File: config.mk
export PLATFORM = sky130hd
export DESIGN_NAME = division
export DESIGN_NICKNAME = d
export VERILOG_FILES = /design/src/rtl/division.sv
export SDC_FILE = /design/constraint.sdc
export NUM_CORES = 1
export LEC_CHECK = 0
export CELL_PAD_IN_SITES_DETAIL_PLACEMENT = 1
export CELL_PAD_IN_SITES_GLOBAL_PLACEMENT = 2
export CORE_ASPECT_RATIO = 0.7
export CORE_MARGIN = 1.5
export CORE_UTILIZATION = 25
export DETAILED_ROUTE_END_ITERATION = 8
export PLACE_DENSITY = 0.64
export SKIP_CTS_REPAIR_TIMING = 1
export SLEW_MARGIN = 0
export SYNTH_ARGS = -nofsm -noshare
export SYNTH_HDL_FRONTEND = slang
export SYNTH_SLANG_ARGS = --single-unit
export TNS_END_PERCENT = 20
File: constraint.sdc
create_clock -name clk -period 9.95 [get_ports clk]
set_clock_uncertainty 0.15 [all_clocks]
set_input_delay 0.995 -clock clk [delete_from_list [all_inputs] [get_ports clk]]
set_output_delay 0.995 -clock clk [all_outputs]
set_load 0.01 [all_outputs]
File: src/rtl/division.sv
// division: 32-bit signed restoring divider; define DIV_EARLY_ZERO_EN to finish divide-by-zero one cycle after start
module division (
  input  logic        clk,
  input  logic        reset,
  input  logic        start,
  input  logic [31:0] dividend,
  input  logic [31:0] divisor,
  output logic [31:0] quotient,
  output logic [31:0] remainder,
  output logic        busy,
  output logic        done,
  output logic        div_zero
);
  typedef enum logic [1:0] {IDLE, CALC, FIX} state_t;
  state_t r_state, w_next;
  logic [4:0]  r_cnt;
  logic [31:0] r_dvd, r_dvd_mag, r_dvs_mag, r_q, r_rem;
  logic        r_neg_q, r_neg_r, r_zero;
  logic [32:0] w_shift, w_diff;
  logic [31:0] w_q_fin, w_r_fin;
  logic        w_accept, w_early, w_complete;
  assign w_accept = r_state == IDLE && start && !busy;
`ifdef DIV_EARLY_ZERO_EN
  assign w_early    = divisor == '0;
  assign w_complete = r_state == FIX || (r_state == IDLE && busy);
`else
  assign w_early    = 1'b0;
  assign w_complete = r_state == FIX;
`endif
  assign w_shift = {r_rem, r_dvd_mag[31]};
  assign w_diff  = w_shift - {1'b0, r_dvs_mag};
  assign w_q_fin = r_zero ? '1 : r_neg_q ? -r_q : r_q;
  assign w_r_fin = r_zero ? r_dvd : r_neg_r ? -r_rem : r_rem;
  // next state: 32 CALC steps then one FIX cycle; early divide-by-zero stays in IDLE
  always_comb begin
    w_next = r_state == IDLE ? (w_accept && !w_early ? CALC : IDLE) :
             r_state == CALC ? (r_cnt == 5'd31 ? FIX : CALC) : IDLE;
  end
  // state register
  always_ff @(posedge clk) begin
    r_state <= reset ? IDLE : w_next;
  end
  // datapath: operand capture, one restoring step per CALC cycle, sign fix-up at completion
  always_ff @(posedge clk) begin
    if (reset) begin
      r_cnt <= '0; r_dvd <= '0; r_dvd_mag <= '0; r_dvs_mag <= '0; r_q <= '0; r_rem <= '0;
      r_neg_q <= 1'b0; r_neg_r <= 1'b0; r_zero <= 1'b0;
      quotient <= '0; remainder <= '0; busy <= 1'b0; done <= 1'b0; div_zero <= 1'b0;
    end else begin
      done <= w_complete;
      if (w_complete) begin
        quotient  <= w_q_fin;
        remainder <= w_r_fin;
        div_zero  <= r_zero;
        busy      <= 1'b0;
      end
      if (w_accept) begin
        r_dvd     <= dividend;
        r_dvd_mag <= dividend[31] ? -dividend : dividend;
        r_dvs_mag <= divisor[31] ? -divisor : divisor;
        r_neg_q   <= dividend[31] ^ divisor[31];
        r_neg_r   <= dividend[31];
        r_zero    <= divisor == '0;
        r_cnt     <= '0;
        r_q       <= '0;
        r_rem     <= '0;
        busy      <= 1'b1;
      end
      if (r_state == CALC) begin
        r_rem     <= w_diff[32] ? w_shift[31:0] : w_diff[31:0];
        r_q       <= {r_q[30:0], ~w_diff[32]};
        r_dvd_mag <= r_dvd_mag << 1;
        r_cnt     <= r_cnt + 5'd1;
      end
    end
  end
endmodule
==> metrics.yaml, run 1 <==
status: "finished, final reports clean"
swShare: 0.447
clk_pin_slew_ns: 0.06
fin_area_sq_um: 16000
wl_microns: 44300
fin_crit_sh: 0.423
syn_avg_cell_area_sq_um: 7.70
clockBufferDepth: 3
maxSlewHeadroom: 0.258
antenna_cells: 0
cts_root_buf: "clkbuf_16"
hold_class: "reg -> reg"
p_clk_frac: 0.207
synth_nets: 1816
max_clock_freq_ghz: 0.238
drt_drc_violations_left: 0
yosysWarnings: 0
firstDrtPassIters: 4
via_count: 12285
yosysUniqueCellTypes: 62
yosysSeqAreaShare: 0.359
clk_latency_ns: 0.57
crit_fanout: 30
die_area_sq_um: 54100
cts.sinks: 236
synth.top_cell.area_share: 0.359
htreeDepth: 1
p_seq_frac: 0.242
nFillCells: 6220
drive_above_1_share: 0.0463
first_global_vias: 12648
worstPathArrival_ns: 4.45
power_switching_mw: 2.18
seq_area_sq_um: 4730
cp-end-kind: "register"
maxCapViolations: 0
slew_violations: 0
synth-async-reset-ratio: 0
hold_violations: 0
core_area_sq_um: 52100
cellLeakagePower_nw: 5.64
period_needed_ns: 4.21
boundaryPins: 134
worst_pin_slew_ns: 1.11
gp_congestion: 0.779
drt-wirelength-per-cell_microns: 17.9
grt_pass1_wl_microns: 71500
yosysTopAreaCell: "dfxtp_1"
cts_made_buffers: 27
yosys_register_bits: 236
io_buffers: 133
tns_ns: 0
antenna_found_initial: 0
cp-start-kind: "register"
via_per_inst: 4.96
crit_type: "reg -> reg"
initial_core_util: 0.253
dpl_cell_area_sq_um: 15100
drtIter0Drc: 591
hpwlAfterDp_microns: 31500
ant_nets: 0
multi_input_area_sq_um: 7860
grt_max_degree: 85
die_w_microns: 277
cts_tree: "yes"
rsz0062_at_grt: "false"
synth_cells: 1710
rows: 70
nNetsFinal: 1881
synth-edff-count: 0
grt_usage: 0.163
synth_ff_type: "dfxtp_1"
worstPathRequired_ns: 10.19
power.density_nw_per_um2: 306
die_h_microns: 195
max-vdd-ir-drop_v: 0.000363
p_int_mw: 2.70
setup_violations: 0
pwr-share-comb: 0.552
grt_overflow: 0
synth_area_sq_um: 13200
syn2layout_area_growth_pct: 21.1
yosys-top-cells-area: "dfxtp_1 (36%), nand2_1 (8.9%), a21oi_1 (6.7%)"
per-layer routing:
metal  routed length [microns]  GRT usage
met1                     22800      0.234
met2                     19300      0.256
met3                      1440     0.0239
met4                       727     0.0336
met5                         0          0
cell families (layout without fill, tap and decap cells):
| group | after synthesis | after routing | share of synthesized area |
|---|---|---|---|
| DFF | 236 | 236 | 0.359 |
| adders and majority gates | 39 | 39 | 0.0376 |
| buffers and inverters | 165 | 248 | 0.0475 |
| and+or+nand+nor | 597 | 597 | 0.204 |
| xor gates and xnor gates | 140 | 140 | 0.0931 |
| AOI/OAI and AO/OA | 498 | 498 | 0.232 |
| muxes | 35 | 35 | 0.0266 |
final timing paths:
path	startpoint	to	cells past startpoint	slack [ns]
setup / recovery	r_rem[13]$_SDFFE_PP0P_	r_rem[15]$_SDFFE_PP0P_	11	5.74
hold / removal	remainder[7]$_SDFFE_PP0P_	remainder[7]$_SDFFE_PP0P_	2	0.30
hold reg to reg	remainder[7]$_SDFFE_PP0P_	remainder[7]$_SDFFE_PP0P_	2	0.30
setup reg to reg	r_rem[13]$_SDFFE_PP0P_	r_rem[15]$_SDFFE_PP0P_	11	5.74
placed cells by master (no fill, tap or decap), types with 7 or more instances in the layout:
cell type | netlist | layout
xnor2_1 | 52 | 52
o22ai_1 | 7 | 7
inv_1 | 50 | 50
a211oi_1 | 58 | 58
nor2_1 | 105 | 104
o31ai_1 | 32 | 32
nand3_1 | 49 | 48
or3_1 | 14 | 14
clkdlybuf4s50_1 | 0 | 132
a21oi_1 | 177 | 177
a22oi_1 | 28 | 28
buf_4 | 0 | 18
o41ai_1 | 19 | 19
a31oi_1 | 7 | 7
ha_1 | 38 | 38
a21o_1 | 12 | 12
nand2_1 | 312 | 312
o21a_1 | 8 | 8
and3_1 | 8 | 8
nor2b_1 | 9 | 7
mux2i_1 | 35 | 35
o211ai_1 | 7 | 7
or2_2 | 7 | 7
nor4_1 | 7 | 7
clkbuf_1 | 100 | 10
nor3_1 | 17 | 16
nand4_1 | 9 | 9
clkbuf_16 | 0 | 27
dfxtp_1 | 236 | 235
or4_1 | 15 | 15
xor2_1 | 88 | 88
o21ai_0 | 115 | 115
nand2b_1 | 15 | 14
sequential cells by signal (all words and copies together), names as in the netlist, 2 cells and up:
register and cells:
r_cnt 5, quotient 32, r_dvd_mag 32, r_rem 32, remainder 32, r_dvd 32
r_state 2, r_dvs_mag 32, r_q 32
critical path: stages (launching register included):
cell and delay (ns):
dfxtp_1 0.43, ha_1 0.34, a21oi_1 0.30, o21ai_0 0.30, a21oi_1 0.30, o21ai_0 0.15, o21a_1 0.26, or4b_2 0.72
nand3_2 0.20, buf_4 0.50, mux2i_1 0.26, o21ai_0 0.09
metrics by stage:
step                      setup WS, ns  cells  total power, mW  utilization  hold slack, ns
after CTS                         5.72   2477             4.94        0.306           0.307
after floorplan                   6.02   1710             3.18            -           0.282
after detailed placement          5.22   2430             3.88        0.290           0.298
final                             5.74   2477             4.88        0.306           0.304
after global routing              5.45   2477             5.29        0.306           0.319
after global placement            5.26   2430             3.86        0.290           0.295
area by class of cell:
cell class,instances,area share
flip-flops and latches,236,0.296
clock buffers,41,0.0482
inverters,50,0.0118
repair buffers,151,0.0920
multi-input cells,1309,0.493
well taps,684,0.0536
clock inverters,6,0.00549
Yosys cell counts (4+ instances only):
cell and n:
or3_1 14, xor2_1 88, nor4_1 7, buf_2 4, o22ai_1 7, o41ai_1 19, a211oi_1 58, clkbuf_1 100
nand2_1 312, dfxtp_1 236, inv_1 50, o21ai_0 115, o31ai_1 32, nand3_1 49, nand4b_1 4, a31oi_1 7
and3_1 8, nor2_1 105, o2111ai_1 4, ha_1 38, xnor2_1 52, a22oi_1 28, nand4_1 9, a21oi_1 177
a21o_1 12, mux2i_1 35, nor3_1 17, nor2b_1 9, or4_1 15, nand3b_1 6, o21a_1 8, nand2b_1 15
buf_1 10, o211ai_1 7, or2_2 7, and2_1 5
power groups by stage:
stage | Combinational [mW] | Sequential, mW | Clock [mW]
final | 2.69 | 1.18 | 1.01
after global routing | 3.01 | 1.20 | 1.09
after CTS | 2.70 | 1.18 | 1.05
after detailed placement | 2.68 | 1.20 | 0
after global placement | 2.66 | 1.20 | 0
after floorplan | 2.03 | 1.15 | 0
Power figures use the tool's default switching activity.
==> run 2, diff against run 1 <==
PLACE_DENSITY = 0.66   (was 0.64)
clock period = 3.6 ns   (was 9.95 ns; I/O delays follow)
==> run 2 against run 1 <==
Fmax rose by 22%. First-iteration DRC count fell by 19%. Clock power rose to 3.1 times the previous value. Critical path type unchanged.
==> metrics.yaml, run 2 (synthesis gave the netlist of run 1 again) <==
drtIter0Drc: 477  # -19%
wl_microns: 45400  # +2.3%
crit_type: "reg -> reg"
first_global_vias: 12990  # +2.7%
period_needed_ns: 3.45  # -0.757 ns
rr_worst_depth: 13  # +2
hpwlAfterDp_microns: 32800  # +4.2%
cts.sinks: 236  # unchanged
rsz0062_at_grt: "false"
rows: 70  # unchanged
fin_crit_sh: 0.959  # +0.536
clockBufferDepth: 3  # unchanged
timing.rr.end: "r_rem[14]$_SDFFE_PP0P_"
crit_fanout: 18  # -40%
hold_path.startpoint: "reset"
antenna_cells: 0  # unchanged
worstPathArrival_ns: 3.74  # -0.71 ns
worst_pin_slew_ns: 0.932  # -0.182 ns
firstDrtPassIters: 5  # +1
power_mw: 15.5  # +220%
grt_usage: 0.165  # +0.00202
worstReg2RegStart: "r_dvs_mag[9]$_SDFFE_PP0P_"
cts_tree: "yes"
via_count: 12650  # +3.0%
instances_no_fill: 2572  # +3.8%
nNetsFinal: 1972  # +4.8%
final_common_cell: "nand2_1"
cp-end-kind: "register"
boundaryPins: 134  # unchanged
maxCapViolations: 0  # unchanged
tns_ns: 0  # unchanged
drive_above_1_share: 0.104  # +0.0581
initial_core_util: 0.253  # unchanged
clk_pin_slew_ns: 0.07  # about the same
whs_path_depth: 2  # unchanged
slew_violations: 0  # unchanged
status: "finished, final reports clean"
hold_class: "in -> reg"
max_clock_freq_ghz: 0.290  # +22%
power.density_nw_per_um2: 915  # +200%
grt_overflow: 0  # unchanged
worstPathRequired_ns: 3.89  # -6.30 ns
via_per_inst: 4.92  # -0.83%
die_h_microns: 195  # unchanged
dp.cells: 2518  # +3.6%
fin_area_sq_um: 16900  # +6.2%
io_buffers: 133  # unchanged
cts_made_buffers: 28  # +3.7%
grt_pass1_wl_microns: 72700  # +1.8%
htreeDepth: 1  # unchanged
hold_slack_ns: 0.0466  # -0.257 ns
dpl_cell_area_sq_um: 15800  # +4.8%
ant_nets: 0  # unchanged
max-vdd-ir-drop_v: 0.000821  # +130%
setup_violations: 0  # unchanged
r2r_slack_ns: 0.15  # -5.59 ns
clk_latency_ns: 0.56  # about the same
most-common-layout-cells: "nand2_1 (312), dfxtp_1 (235), a21oi_1 (173)"
cts_root_buf: "clkbuf_16"
gp_congestion: 0.818  # +5.0%
maxSlewHeadroom: 0.379  # +0.121
grt_max_degree: 102  # +20%
syn2layout_area_growth_pct: 28.6
holdPathEnd: "r_cnt[3]$_SDFFE_PP0P_"
drt_drc_violations_left: 0  # unchanged
drt-wirelength-per-cell_microns: 17.6  # -1.5%
antenna_found_initial: 1  # +1
worst_slack_ns: 0.147  # -5.59 ns
cp-start-kind: "register"
cellLeakagePower_nw: 6.20  # +10%
utilization: 0.325  # +0.0190
post-place-ws_ns: -0.406  # -5.63 ns
core_area_sq_um: 52100  # unchanged
hold_violations: 0  # unchanged
die_area_sq_um: 54100  # unchanged
die_w_microns: 277  # unchanged
run 2: per-layer routing:
layer	vias to the layer above	GRT usage	wire length [microns]
met1	6125	0.232	23100
li1	6343	-	-
met5	-	0	0
met3	48	0.0251	1400
met4	0	0.0311	760
met2	134	0.266	20100
run 2: power breakdown:
| group | switching (mW) | internal [mW] | total, mW |
|---|---|---|---|
| combinational | 5.15 | 4.07 | 9.22 |
| sequential | 0.255 | 2.87 | 3.13 |
| clock | 1.25 | 1.91 | 3.16 |
| total | 6.65 | 8.85 | 15.5 |
run 2: area by class of cell:
| cell class | count | area (sq um) |
|---|---|---|
| Clock buffer | 33 | 781 |
| Clock inverter | 19 | 241 |
| Fill cell | 6217 | 35200 |
| Inverter | 50 | 188 |
| Multi-Input combinational cell | 1309 | 7910 |
| Sequential cell | 236 | 4730 |
| Tap cell | 684 | 856 |
| Timing Repair Buffer | 241 | 2240 |
run 2: how the worst max path moves through the flow:
stage / start / end / slack (ns)
CTS: r_dvs_mag[9]$_SDFFE_PP0P_ / r_rem[9]$_SDFFE_PP0P_ / -0.09
global route: r_dvs_mag[10]$_SDFFE_PP0P_ / r_rem[29]$_SDFFE_PP0P_ / 0.006
detailed placement: divisor[2] / r_dvs_mag[30]$_SDFFE_PP0P_ / -0.41
global placement: divisor[2] / r_dvs_mag[30]$_SDFFE_PP0P_ / -0.39
finish: r_dvs_mag[9]$_SDFFE_PP0P_ / r_rem[14]$_SDFFE_PP0P_ / 0.15
floorplan: r_dvs_mag[14]$_SDFFE_PP0P_ / r_rem[10]$_SDFFE_PP0P_ / 0.28
run 2: worst max-delay path, cell delays in order (launching register included):
cell and delay [ns]:
dfxtp_1 0.33, inv_1 0.06, ha_1 0.32, a21oi_2 0.19
nor2_1 0.08, a211oi_2 0.27, buf_4 0.17, a21oi_2 0.06
o21a_1 0.24, or4b_2 0.74, nand3_4 0.18, clkbuf_16 0.23
mux2i_1 0.20, o21ai_0 0.08
==> run 3, diff against run 2 <==
SLEW_MARGIN = 20   (was 0)
==> results of run 3 <==
Same layout as run 2: the final DEF is identical, and so are final timing and power.
